<file path="src/rtl/sha1_wsched.sv">
// sha1_wsched: SHA-1 message-schedule generator.
// Loads one 512-bit block as 16 serial 32-bit words (W[0] first), then
// expands and serves W[0]..W[79], one word per 'next' pulse.
// Ports:
//   clk, reset      rising-edge clock, synchronous active-high reset
//   start           begin a new block (clears load count and round index)
//   wr_en, wr_data  block word write strobe/data (LOAD only)
//   next            advance to the next round word (RUN only)
//   w               current schedule word W[t] (window head)
//   t, phase        round index 0..79 and round group 0..3
//   ready, done     high in RUN / high in DONE
module sha1_wsched (
  input  logic        clk,
  input  logic        reset,
  input  logic        start,
  input  logic        wr_en,
  input  logic [31:0] wr_data,
  input  logic        next,
  output logic [31:0] w,
  output logic [6:0]  t,
  output logic [1:0]  phase,
  output logic        ready,
  output logic        done
);

  typedef enum logic [1:0] {IDLE, LOAD, RUN, DONE} stateT;

  stateT             state, stateNext;
  logic [15:0][31:0] win;      // win[0] is the oldest word, i.e. W[t]
  logic [4:0]        loadCnt;
  logic [6:0]        rnd;
  logic              doWrite, doAdvance;
  logic [31:0]       fbWord, newWord;

  // start overrides any strobe in the same cycle
  assign doWrite   = !start && (state == LOAD) && wr_en;
  assign doAdvance = !start && (state == RUN) && next;

  // W[t+16] = rotl1(W[t+13] ^ W[t+8] ^ W[t+2] ^ W[t])
  assign fbWord  = win[13] ^ win[8] ^ win[2] ^ win[0];
  assign newWord = {fbWord[30:0], fbWord[31]};

  always_ff @(posedge clk) begin
    if (reset) state <= IDLE;
    else       state <= stateNext;
  end

  always_comb begin
    stateNext = state;
    if (start)                                 stateNext = LOAD;
    else if (doWrite && loadCnt == 5'd15)      stateNext = RUN;
    else if (doAdvance && rnd == 7'd79)        stateNext = DONE;
  end

  // Window contents survive start; a full 16-word load replaces them anyway.
  always_ff @(posedge clk) begin
    if (reset) begin
      win     <= '0;
      loadCnt <= '0;
      rnd     <= '0;
    end else if (start) begin
      loadCnt <= '0;
      rnd     <= '0;
    end else if (doWrite) begin
      win     <= {wr_data, win[15:1]};
      loadCnt <= loadCnt + 5'd1;
    end else if (doAdvance) begin
      // Final advance still shifts; t saturates at 79 in DONE.
      win <= {newWord, win[15:1]};
      if (rnd != 7'd79) rnd <= rnd + 7'd1;
    end
  end

  assign w     = win[0];
  assign t     = rnd;
  assign phase = (rnd < 7'd20) ? 2'd0 :
                 (rnd < 7'd40) ? 2'd1 :
                 (rnd < 7'd60) ? 2'd2 : 2'd3;
  assign ready = (state == RUN);
  assign done  = (state == DONE);

endmodule

</file>
<file path="config.mk">
export PLATFORM = sky130hd
export DESIGN_NAME = sha1_wsched
export DESIGN_NICKNAME = d
export VERILOG_FILES = /design/src/rtl/sha1_wsched.sv
export SDC_FILE = /design/constraint.sdc
export NUM_CORES = 1
export LEC_CHECK = 0
export ABC_AREA = 1
export BUFFER_PORTS_ARGS = -buffer_cell sky130_fd_sc_hd__buf_2
export CAP_MARGIN = 20
export CORE_MARGIN = 10
export CORE_UTILIZATION = 35
export CTS_CLUSTER_SIZE = 28
export DETAILED_ROUTE_END_ITERATION = 10
export SLEW_MARGIN = 20
export SYNTH_ARGS = -nofsm -noshare
export SYNTH_HDL_FRONTEND = slang
export SYNTH_SLANG_ARGS = --single-unit
export TNS_END_PERCENT = 20
</file>
<file path="constraint.sdc">
create_clock -name clk -period 2.8 [get_ports clk]
set_input_delay 0.56 -clock clk [delete_from_list [all_inputs] [get_ports clk]]
set_output_delay 0.56 -clock clk [all_outputs]
set_load 0.01 [all_outputs]
</file>
==> metrics.md <==
| Metric | Value |
|---|---|
| Status | complete, no violations |
| Synth warn | 0 |
| Power Density | 720 mW/mm² |
| Syn nets | 2,632 |
| Crit path launch type | register |
| DR vias | around 16,000 |
| Clock transition at the registers of the reported paths | 0.06 ns |
| Share of the yosys chip area belonging to registers | between 50% and 60% |
| Hpwl dp | 26.7 mm |
| #FFs+latches synth | 526 |
| Crit-path max FO | 7 |
| Setup TNS | 0 ns |
| Hold Path Class | input pin to register |
| Routed len/inst | 13.2 µm |
| Max Root-Sink Buffers | 3 |
| Leak Pwr | 10.9 nW |
| CP arrival | 1.55 ns |
| Htree depth | 2 |
| Min Tclk post-route | 2.11 ns |
| Asr flop ratio synth | 0% |
| DR vias/cell | 4.75 |
| Initial core utilization | between 30% and 40% |
| Post-synth top flop | dfxtp_1 |
| Global route overflow | 0 |
| Initial drt markers | 1,260 |
| Ranking of synthesized cells by area | dfxtp_1 53%, nor2_1 20%, o21ai_0 14% |
| Post-Synth Adder-Cell Area | 0.191% |
| Number of flops mapped to enable cells by yosys | 0 |
| CTS Sinks | 526 |
| DIE AREA | 0.0661 mm² |
| Crit end category | output port |
| DRT antenna net count | 0 |
| Final hold vios | 0 |
| Die Y | 257 µm |
| Synth unique cells | 25 |
| Max-slew violations | 0 |
| Post-CTS Hold Fix Bufs | 0 |
| First-pass GRT wire length | 73.7 mm |
| Area leader, netlist | dfxtp_1 |
| Synth Instances | 2,592 |
| Largest net degree at the start of global routing | 170 |
| Syn_area_per_cell | 7.60 µm² |
| Period utilization | 75.5% |
| Site Rows | 86 |
| Area delta synth->final | 13.2% |
| Most common cell in the netlist | nor2_1 |
| Clk_lat worst skew | roughly 0.60 ns |
| Clock root cell | clkbuf_16 |
| Core footprint | 0.0554 mm² |
| Share of cells above drive strength 1 | 7.94% |
| GRT Overall Usage | 13.0% |
| Multiplexer area fraction after synthesis | 0% |
| Setup CP Type | register to output port |
| Xor-xnor portion of the synthesized cell area | 3.03% |
| Post-CTS Setup Inserts | 0 |
| 1st-pass router iterations | 5 |
| IO buf count | 79 |
| Final GP Congestion | 0.779 |
| Syn Std Cell Area | ~0.020 mm² |
| Largest family of logic cells by synthesized area | simple AND/OR/NAND/NOR gates |
| # DRC | 0 |
| Vias in the first global route | 14,800 |
| Worst slew pin tran | 0.772 ns |
| Fin Hold WS | around 0.25 ns |
| Rel. slew slack | between 40% and 50% |
| Synth Area in Simple Gates | 21.7% |
| WL final | 44.3 mm |
| Cts repair resizes | 0 |
| Post-synthesis compound-gate area fraction | around 15% |
| Synth cell count leaders | 1,026 x nor2_1, 565 x o21ai_0, 526 x dfxtp_1 |
| Final #Nets | 2,595 |
| WP data required | 2.24 ns |
| Unrepaired setup endpoints after global routing | false |
| Setup Viol. Count Final | 0 |
| Chip width | 257 µm |
| Area share of the largest cell type after synthesis | between 50% and 60% |
| Antenna violations before repair | 0 |
| F_max | about 0.47 GHz |
| Ant. Diodes | 0 |
| CTS Buf Count | just over 50 |
| Max_cap viols | 0 |
| IO Count | 80 |
| TritonCTS clock tree | built |
| Clock skew | 0.0197 ns |
| Max VDD drop | around 0.44 mV |
[area by class of cell]
cell class / count / area, µm²
fill: 5563 / 33100
clock buffer: 73 / 1510
timing repair buffer: 114 / 858
tap: 748 / 936
multi-input combinational: 1783 / 7890
inverter: 79 / 312
clock inverter: 21 / 258
sequential: 526 / 10500
[cell usage in the layout, fill, tap and decap left out]
cell type / synthesis / layout
nor2_1: 1026 / 1026
o21ai_0: 565 / 565
dfxtp_1: 526 / 526
buf_2: 47 / 79
inv_1: 76 / 76
nand2_1: 65 / 65
clkbuf_16: 0 / 52
xnor2_1: 50 / 50
a21oi_1: 27 / 27
buf_4: 37 / 19
xor2_1: 18 / 18
buf_12: 0 / 16
and2_1: 15 / 15
clkbuf_8: 0 / 13
clkinv_2: 0 / 9
clkbuf_1: 116 / 8
nand3_1: 7 / 7
clkinvlp_4: 0 / 5
bufinv_16: 0 / 5
ha_1: 3 / 3
inv_8: 0 / 2
nor3_2: 0 / 1
nand3b_1: 1 / 1
clkinv_1: 1 / 1
a211oi_1: 1 / 1
o211ai_1: 1 / 1
nor2_2: 1 / 1
nand3_2: 1 / 1
nand2_8: 0 / 1
inv_6: 0 / 1
clkinv_8: 0 / 1
[through the flow]
step | instances | power (W) | cell area, µm² | util, % | setup WS (ns)
after floorplan | 2592 | 0.00878 | 19700 | - | 1.15
after global placement | 3250 | 0.00903 | 20500 | 37.0 | 0.626
after detailed placement | 3250 | 0.00906 | 20500 | 37.0 | 0.577
after CTS | 3344 | 0.0162 | 22300 | 40.2 | 0.642
after global routing | 3344 | 0.0167 | 22300 | 40.2 | 0.551
final | 3344 | 0.0161 | 22300 | 40.2 | 0.687
[power breakdown]
part / internal (W) / switching (W)
registers: 0.00780 / 0.000188
clock network: 0.00422 / 0.00294
logic: 0.000321 / 0.000581
total: 0.0123 / 0.00371
[cells by family after synthesis]
group | Yosys count
XOR/XNOR | 68
buffers and inverters | 283
AO/OA/AOI/OAI | 594
adder cells (fa/ha/maj) | 3
flip-flops | 526
AND/OR/NAND/NOR | 1118
[routing by layer]
metal / vias up / track usage, % / wire, µm
li1: 8133 / - / -
met1: 7440 / 17.3 / 21000
met2: 245 / 21.0 / 20400
met3: 57 / 2.64 / 2020
met4: 0 / 3.57 / 799
met5: - / 0 / 0
[state kept, by name, summed over array words and instances, names as in the netlist]
register,count
state,2
w,32
loadCnt,5
t,7
win,480
[worst max-delay path: stages, from the launching register on]
cell      delay (ns)
dfxtp_1         0.46
o211ai_1        0.15
o21ai_0         0.18
inv_1           0.05
buf_2           0.13
[path summary, 6_finish.rpt]
kind | from | to | slack, ns | cells past startpoint
max reg2reg | state[1] | win[370] | 0.81 | 7
min | next | state[0] | 0.25 | 3
min reg2reg | win[218] | win[186] | 0.46 | 2
max | t[5] | phase[0] | 0.69 | 4
No activity file was read; power rests on OpenSTA's default activity.
